<file path="config.mk">
export PLATFORM = sky130hd
export DESIGN_NAME = pipe_sequencer
export DESIGN_NICKNAME = d
export VERILOG_FILES = /design/src/rtl/dlprv32_seq_pkg.sv /design/src/rtl/seq_watchdog.sv /design/src/rtl/pipe_sequencer.sv
export SDC_FILE = /design/constraint.sdc
export NUM_CORES = 1
export LEC_CHECK = 0
export CAP_MARGIN = 10
export CORE_MARGIN = 2
export CORE_UTILIZATION = 33
export DETAILED_ROUTE_END_ITERATION = 7
export DONT_BUFFER_PORTS = 1
export PLACE_DENSITY_LB_ADDON = 0.25
export RECOVER_POWER = 50
export SYNTH_ARGS = -nofsm -noshare
export SYNTH_HDL_FRONTEND = slang
export SYNTH_SLANG_ARGS = --single-unit
</file>
<file path="constraint.sdc">
create_clock -name clk -period 2.3 [get_ports clk]
set_clock_uncertainty 0.2 [all_clocks]
set_input_delay 0.46 -clock clk [delete_from_list [all_inputs] [get_ports clk]]
set_output_delay 0.46 -clock clk [all_outputs]
set_load 0.01 [all_outputs]
</file>
<file path="src/rtl/dlprv32_seq_pkg.sv">
// Shared definitions for the five-stage pipe sequencer: stage indices,
// FSM state encoding, the PC increment, and a stage-to-chip-select helper.
// Pure declarations; no timing or flow control.
package dlprv32_seq_pkg;

  typedef enum logic [2:0] {
    ST_F = 3'd0,
    ST_D = 3'd1,
    ST_E = 3'd2,
    ST_M = 3'd3,
    ST_W = 3'd4
  } stage_e;

  typedef enum logic [2:0] {
    S_IDLE    = 3'd0,
    S_ISSUE   = 3'd1,
    S_WAIT_LO = 3'd2,
    S_WAIT_HI = 3'd3,
    S_ADVANCE = 3'd4,
    S_HALT    = 3'd5
  } state_e;

  localparam logic [31:0] PC_STEP = 32'd4;

  // One-hot chip-select bit for a stage index.
  function automatic logic [4:0] stage_onehot(input stage_e s);
    return 5'b00001 << s;
  endfunction

endpackage

</file>
<file path="src/rtl/seq_watchdog.sv">
// Wait-state watchdog: counts cycles while enabled, restarts on clear.
// expire_o is combinational from the count: high on the TIMEOUT-th counted cycle.
// No flow control; the owner decides what an expiry means.
module seq_watchdog #(
  parameter int TIMEOUT = 64
) (
  input  logic clk,
  input  logic rst,
  input  logic clr_i,
  input  logic cnt_en_i,
  output logic expire_o
);

  localparam int CW = (TIMEOUT < 2) ? 1 : $clog2(TIMEOUT + 1);

  logic [CW-1:0] cnt_q, cnt_d;

  assign expire_o = cnt_en_i && (cnt_q == CW'(TIMEOUT - 1));

  // Next count: restart on clear, otherwise count while enabled and not yet expired.
  always_comb begin
    cnt_d = cnt_q;
    if (clr_i) begin
      cnt_d = '0;
    end else if (cnt_en_i && !expire_o) begin
      cnt_d = cnt_q + CW'(1);
    end
  end

  // Count register with synchronous reset.
  always_ff @(posedge clk) begin
    if (rst) cnt_q <= '0;
    else     cnt_q <= cnt_d;
  end

endmodule

</file>
<file path="src/rtl/pipe_sequencer.sv">
// Five-stage instruction sequencer: issues one-hot chip-selects F..W and handshakes each stage's rdy.
// Latency: min 4 cycles per stage (ISSUE, WAIT_LO, WAIT_HI, ADVANCE); all outputs registered.
// Backpressure: waits unbounded on rdy; with SEQ_TIMEOUT_EN a stuck wait halts with sticky err.
module pipe_sequencer
  import dlprv32_seq_pkg::*;
#(
  parameter logic [31:0] RESET_PC = 32'h0000_0000,
  parameter int          TIMEOUT  = 64
) (
  input  logic        clk,
  input  logic        rst,
  input  logic        en,
  output logic [4:0]  cs_stage,
  input  logic [4:0]  rdy_stage,
  input  logic        branch_taken,
  input  logic [31:0] branch_target,
  output logic [31:0] pc,
  output logic [2:0]  stage,
  output logic [31:0] instret,
  output logic        busy,
  output logic        err
);

  if (TIMEOUT < 1) begin : g_bad_timeout
    $error("pipe_sequencer: TIMEOUT must be at least 1");
  end

  state_e      state_q, state_d;
  stage_e      stage_q, stage_d;
  logic [4:0]  cs_q, cs_d;
  logic [31:0] pc_q, pc_d;
  logic [31:0] instret_q, instret_d;
  logic        busy_q, busy_d;
  logic        err_q, err_d;
  logic        redir_q, redir_d;
  logic [29:0] tgt_q, tgt_d;
  logic        wd_expire;

  // Redirect targets are word aligned; the low address bits are dropped.
  logic unused_tgt_lsb;
  assign unused_tgt_lsb = ^branch_target[1:0];

`ifdef SEQ_TIMEOUT_EN
  logic in_wait;
  assign in_wait = (state_q == S_WAIT_LO) || (state_q == S_WAIT_HI);

  seq_watchdog #(.TIMEOUT(TIMEOUT)) u_wd (
    .clk      (clk),
    .rst      (rst),
    .clr_i    (state_d != state_q),
    .cnt_en_i (in_wait),
    .expire_o (wd_expire)
  );
`else
  assign wd_expire = 1'b0;
`endif

  // Next-state and registered-output computation for the handshake FSM.
  always_comb begin
    state_d   = state_q;
    stage_d   = stage_q;
    pc_d      = pc_q;
    instret_d = instret_q;
    err_d     = err_q;
    redir_d   = redir_q;
    tgt_d     = tgt_q;
    case (state_q)
      S_IDLE: begin
        if (en) begin
          state_d = S_ISSUE;
          stage_d = ST_F;
        end
      end
      S_ISSUE: state_d = S_WAIT_LO;
      S_WAIT_LO: begin
        if (!rdy_stage[stage_q]) begin
          state_d = S_WAIT_HI;
        end else if (wd_expire) begin
          state_d = S_HALT;
          err_d   = 1'b1;
        end
      end
      S_WAIT_HI: begin
        if (branch_taken && (stage_q == ST_E)) begin
          redir_d = 1'b1;
          tgt_d   = branch_target[31:2];
        end
        if (rdy_stage[stage_q]) begin
          state_d = S_ADVANCE;
        end else if (wd_expire) begin
          state_d = S_HALT;
          err_d   = 1'b1;
        end
      end
      S_ADVANCE: begin
        if (stage_q == ST_W) begin
          pc_d      = redir_q ? {tgt_q, 2'b00} : pc_q + PC_STEP;
          redir_d   = 1'b0;
          instret_d = instret_q + 32'd1;
          stage_d   = ST_F;
          state_d   = en ? S_ISSUE : S_IDLE;
        end else begin
          stage_d = stage_e'(stage_q + 3'd1);
          state_d = S_ISSUE;
        end
      end
      S_HALT:  state_d = S_HALT;
      default: state_d = S_IDLE;
    endcase
    cs_d   = (state_d == S_ISSUE) ? stage_onehot(stage_d) : 5'b0;
    busy_d = (state_d != S_IDLE) && (state_d != S_HALT);
  end

  // State and output registers; reset wins over every other input.
  always_ff @(posedge clk) begin
    if (rst) begin
      state_q   <= S_IDLE;
      stage_q   <= ST_F;
      cs_q      <= 5'b0;
      pc_q      <= RESET_PC;
      instret_q <= 32'd0;
      busy_q    <= 1'b0;
      err_q     <= 1'b0;
      redir_q   <= 1'b0;
      tgt_q     <= 30'd0;
    end else begin
      state_q   <= state_d;
      stage_q   <= stage_d;
      cs_q      <= cs_d;
      pc_q      <= pc_d;
      instret_q <= instret_d;
      busy_q    <= busy_d;
      err_q     <= err_d;
      redir_q   <= redir_d;
      tgt_q     <= tgt_d;
    end
  end

  assign cs_stage = cs_q;
  assign pc       = pc_q;
  assign stage    = stage_q;
  assign instret  = instret_q;
  assign busy     = busy_q;
  assign err      = err_q;

endmodule

</file>
### Yosys cells after proc, flatten, opt, wreduce, memory -nomap -nowiden

Index checks and enable logic that the tools add are counted.

| operators by class | value |
|---|---|
| add/sub/neg operators | 3 |
| magnitude comparators | 1 |
| equal/unequal tests | 11 |
| shift-type cells | 1 |
| mux-type cells | 15 |
| bitwise gates (word level) | 1 |
| reduce and logical (&&, ||, !) cells | 9 |

Operator list:

| kind | count |
|---|---|
| adder 32 x 1 -> 32 bit, second input constant | 1 |
| adder 32 x 3 -> 32 bit, second input constant | 1 |
| 2-to-1 mux 32 bit | 1 |
| case mux 3 bit (6 select lines) | 1 |
| 2-to-1 mux 3 bit | 5 |
| == test 3 x 2 -> 1 bit, second input constant | 3 |
| == test 3 bit, second input constant | 3 |
| == test 3 x 1 -> 1 bit, second input constant | 2 |
| case mux 3 bit (2 select lines) | 1 |
| 2-to-1 mux 1 bit | 5 |
| << shifter 1 x 3 -> 5 bit, first input constant | 1 |
| less-than comparator 3 x 4 -> 1 bit, second input constant | 1 |
| != test 2 bit, second input constant | 2 |
| AND reduction 2 bit | 2 |
| adder 3 x 1 -> 3 bit, second input constant | 1 |
| binary-select mux 1 bit (select 3 bit) | 1 |
| logical NOT 3 bit | 1 |
| != test 3 bit, second input constant | 1 |
| AND reduction 3 bit | 1 |
| nonzero test 3 bit | 1 |
| logical AND 1 bit | 2 |
| case mux 1 bit (2 select lines) | 1 |
| nonzero test 2 bit | 1 |
| OR reduction 2 bit | 1 |
| inverter 1 bit | 1 |

| word-level totals | value |
|---|---|
| register bits | 107 |
| input bits | 41 |
| output and inout bits | 74 |
| logic and storage cells | 49 |

### Logic depth before layout (Yosys ltp)

| logic depth | value |
|---|---|
| depth after elaboration | 7 |
| gate-level depth with buffers | 9 |
| depth with buffers taken out | 7 |

### Worst setup path after synthesis

No wires, ideal clock.

| path | value |
|---|---|
| path type | reg2reg |
| start point | reg stage_q[0], in the netlist stage[0] |
| end point | reg pc_q[17], in the netlist pc[17] |
| library setup time | 0.130 ns |
| arrival time | 1.957 ns |
| required time | 1.970 ns |
| slack | 0.013 ns |
| cell stages (with the launch flop) | 10 |
| path buffers | 2 |
| clock period less this slack | 2.287 ns |
| cell sequence | dfxtp_1 -> inv_1 -> ha_1 -> and2_1 -> nand3_1 -> clkbuf_1 -> clkbuf_1 -> nor2_1 -> mux2i_1 -> o22ai_1 |

| between the ends | value |
|---|---|
| longest elaborated chain between the ends | 2 |

RTL lines:

| element | line | RTL |
|---|---|---|
| start: declaration | pipe_sequencer.sv:29 | `stage_e stage_q, stage_d;` |
| start signal: assignment | pipe_sequencer.sv:128 | `stage_q <= stage_d;` |
| == test 3 bit | pipe_sequencer.sv:96 | `if (stage_q == ST_W) begin` |
| AND reduction 2 bit (no source line) | -- |  |
| end signal: assignment | pipe_sequencer.sv:130 | `pc_q <= pc_d;` |
| end: declaration | pipe_sequencer.sv:31 | `logic [31:0] pc_q, pc_d;` |

Every way passes these cells.
A chain may end at the register's enable or synchronous reset.

### Worst setup path in the final report

| path | value |
|---|---|
| start point | reg state_q[0] |
| end point | reg instret_q[22], in the netlist instret[22] |

| between the ends | value |
|---|---|
| longest elaborated chain between the ends | 2 |

RTL lines:

| element | line | RTL |
|---|---|---|
| start: declaration | pipe_sequencer.sv:28 | `state_e state_q, state_d;` |
| start signal: assignment | pipe_sequencer.sv:127 | `state_q <= state_d;` |
| == test 3 bit | pipe_sequencer.sv:67 | `case (state_q)` |
| AND reduction 2 bit (no source line) | -- |  |
| end signal: assignment | pipe_sequencer.sv:131 | `instret_q <= instret_d;` |
| end: declaration | pipe_sequencer.sv:32 | `logic [31:0] instret_q, instret_d;` |

Every way passes these cells.

==> results.json <==
{
  "async_flop_share_pct": 0,
  "dr.pass1.iters": 4,
  "crit_required_ps": 2330,
  "place_inst": 839,
  "overflow": 0,
  "areaGrowthSynthToFinish_pct": 17.5,
  "power_frac_comb_pct": 7.5,
  "reg2reg_to": "instret[22]$_SDFFE_PP0P_",
  "cts.sinks": 105,
  "status": "finished clean",
  "ios": 115,
  "drv_cap": 0,
  "cp-endpoint": "instret[22]$_SDFFE_PP0P_",
  "path_max_fanout": 10,
  "r2r_start": "state_q[0]$_SDFF_PP0_",
  "synth_cells": 628,
  "final_max_slew_viol_count": 0,
  "n_antenna_cell": 0,
  "die_area_um2": 16400,
  "pwr-share-seq_pct": 53.0,
  "cp-startpoint": "state_q[0]$_SDFF_PP0_",
  "syn_area_per_cell_um2": 8.10,
  "end_kind": "flop",
  "clock_path_buffers": 2,
  "worst_ep_arrival_time_ps": 2230,
  "drt_iter0_drc": 219,
  "core_um2": 15100,
  "finalSetupTns_ps": 0,
  "final_area_um2": 5980,
  "stdcell_count": 859,
  "synth_warnings": 0,
  "place_area_um2": 5650,
  "p_leak_uw": 0.00196,
  "chipHeight_um": 128,
  "setup_viol": 0,
  "vias": 4633,
  "ant_nets": 0,
  "grt_max_degree": 105,
  "grt_pass1_vias": 4472,
  "io_buffer_count": 0,
  "vias_per_cell": 5.39,
  "use_met2_pct": 28.2,
  "ys_types": 56,
  "cts_max_level": 3,
  "clock.fmax_ghz": 0.454,
  "rows": 45,
  "post_cts_buffers": 0,
  "grt_antenna_before_repair": 0,
  "crit_type": "reg2reg",
  "numCtsBuffers": 9,
  "clkLatencyLatePin_ps": 350,
  "grt.total_usage_pct": 16.9,
  "synthFlopType": "dfxtp_1",
  "irDropWorstVdd_v": 0.000456,
  "use_met1_pct": 20.4,
  "clkTransAtPathRegs_ps": 70,
  "worstMarginPinSlew_ps": 531,
  "avgRoutedWirePerCell_um": 16.5,
  "grt.busiest_layer": "met2",
  "min_path_type": "in2reg",
  "maxSlewHeadroom_pct": 64.3,
  "min_period_over_period_pct": 95.7,
  "fin_crit_ps": 2200,
  "drive_above_1_share_pct": 14.0,
  "cts_tree": "yes",
  "cp-start-kind": "flop",
  "pwr-share-clk_pct": 39.5,
  "synth-edff-count": 0,
  "reg2reg_depth": 7,
  "hold_start": "rst",
  "initial_core_util_pct": 33.6,
  "die_w_um": 128,
  "met3_usage_pct": 5.88,
  "p_sw_uw": 909,
  "synth_seq_cells": 105,
  "drc_errors": 0,
  "routed_wl_um": 14200,
  "synth-seq-area-share_pct": 41.3,
  "synthesis.area_um2": 5090,
  "rsz0062_at_grt": "no",
  "root_buffer": "clkbuf_16",
  "grt_pass1_wl_um": 22300,
  "dp_hpwl_um": 9700,
  "gp_congestion": 0.832,
  "p_int_uw": 2770,
  "powerDensity_nw_per_um2": 616,
  "fin_nets": 715,
  "rrSetupSlack_ps": 100,
  "hold_viol_final": 0,
  "power_switching_share_pct": 24.7
}
-- sequential cells by signal, indices dropped and copies added, names as in the netlist --
signal and cells:
redir_q 1, busy 1, instret 32, state_q 3, cs_stage 5, pc 30
stage 3, tgt_q 30
-- area by class of cell --
class	instances	area, µm²
well taps	188	235
clock inverters	2	16.3
repair buffers	73	539
inverters	13	48.8
flip-flops and latches	105	2100
multi-input cells	467	2780
fillers	1538	9170
clock buffers	11	253
-- cells in the final DEF (no fill, tap or decap), types with 9 or more instances in the layout --
cell type | Yosys | final
a21oi_1 | 57 | 57
clkbuf_1 | 27 | 23
nor3_1 | 16 | 15
or3_1 | 15 | 15
nand2_1 | 97 | 96
a31oi_1 | 9 | 9
dfxtp_1 | 105 | 105
nand3_1 | 26 | 25
clkbuf_16 | 0 | 9
nand4_1 | 11 | 11
xnor2_1 | 21 | 21
nor2_1 | 58 | 55
inv_1 | 13 | 11
nor4_1 | 11 | 9
a22oi_1 | 18 | 18
o21ai_0 | 10 | 10
buf_4 | 5 | 39
mux2i_1 | 9 | 9
-- through the flow --
step | worst slack (ps) | power (µW) | hold slack (ps) | util, %
floorplan | 12.8 | 2170 | 231 | -
global placement | 57.3 | 2240 | 238 | 37.3
detailed placement | -3.95 | 2250 | 244 | 37.3
CTS | 12.9 | 3700 | -34.1 | 39.4
global route | 7.07 | 3830 | 0.437 | 39.5
finish | 99.5 | 3680 | 9.16 | 39.5
-- worst max-delay path, cell delays in order, from the launching register on --
cell and delay (ps):
dfxtp_1 370, nand4bb_4 270, or4_4 530, buf_6 160, buf_12 130, nor4_4 210, xnor2_1 150, nor2_1 50
-- worst min path at each step --
stage / end / depth (start not counted)
final: pc[25]$_SDFFE_PP0P_ / 1
after global routing: pc[25]$_SDFFE_PP0P_ / 1
after global placement: tgt_q[12]$_SDFFE_PP0P_ / 2
after detailed placement: tgt_q[5]$_SDFFE_PP0P_ / 2
after floorplan: tgt_q[12]$_SDFFE_PP0P_ / 2
after CTS: instret[15]$_SDFFE_PP0P_ / 1
-- cell families (layout without fill, tap and decap cells) --
logic type	Yosys count	count (layout)	share of synthesized area (%)
simple gates	295	295	29.8
fa+ha+maj	5	5	1.23
other cells	1	3	0.0737
flops	105	105	41.3
compound gates	127	127	15.5
mux	12	12	2.66
xor+xnor	25	25	4.30
buf+inv	58	99	5.12
-- cell usage after synthesis, types with 4 or more instances --
master | number | area, µm²
and4_1 | 6 | 52.6
nor3_1 | 16 | 80.1
and3_1 | 8 | 50.1
buf_1 | 5 | 18.8
buf_4 | 5 | 37.5
nand4_1 | 11 | 68.8
or4_1 | 9 | 67.6
dfxtp_1 | 105 | 2100
nor4_1 | 11 | 68.8
clkbuf_1 | 27 | 101
nor2_1 | 58 | 218
a31oi_1 | 9 | 56.3
inv_1 | 13 | 48.8
a21o_1 | 6 | 45.0
or2_2 | 5 | 31.3
o22ai_1 | 5 | 31.3
nand2_1 | 97 | 364
xor2_1 | 4 | 35.0
nor2b_1 | 6 | 37.5
o21ai_0 | 10 | 50.1
nand3_1 | 26 | 130
or3_1 | 15 | 93.8
a22oi_1 | 18 | 135
a211oi_1 | 4 | 30.0
mux2i_1 | 9 | 90.1
xnor2_1 | 21 | 184
a21oi_1 | 57 | 285
buf_2 | 6 | 30.0
nor3_2 | 7 | 70.1
ha_1 | 5 | 62.6
o211ai_1 | 4 | 30.0
-- per-layer routing --
metal / vias up / routed length, µm
li1: 2301 / -
met1: 2196 / 6250
met2: 121 / 6720
met3: 15 / 1000
met4: 0 / 182
met5: - / 0
-- repair_timing --
item | CTS | global route
resized for setup | 3 | 11
pin swaps | 0 | 2
endpoints found under the setup margin | 4 | 37
hold buffers | 4 | 3
endpoints found under the hold margin | 89 | 59
-- power by group through the flow --
stage | combinational [µW] | sequential (µW) | clock, µW
2_1_floorplan | 166 | 2010 | 0
3_3_place_gp | 247 | 1990 | 0
3_5_place_dp | 256 | 1990 | 0
4_1_cts | 259 | 1950 | 1490
5_1_grt | 309 | 1960 | 1570
6_report | 277 | 1950 | 1450
Note: power is estimated with default switching activity, not from simulation.
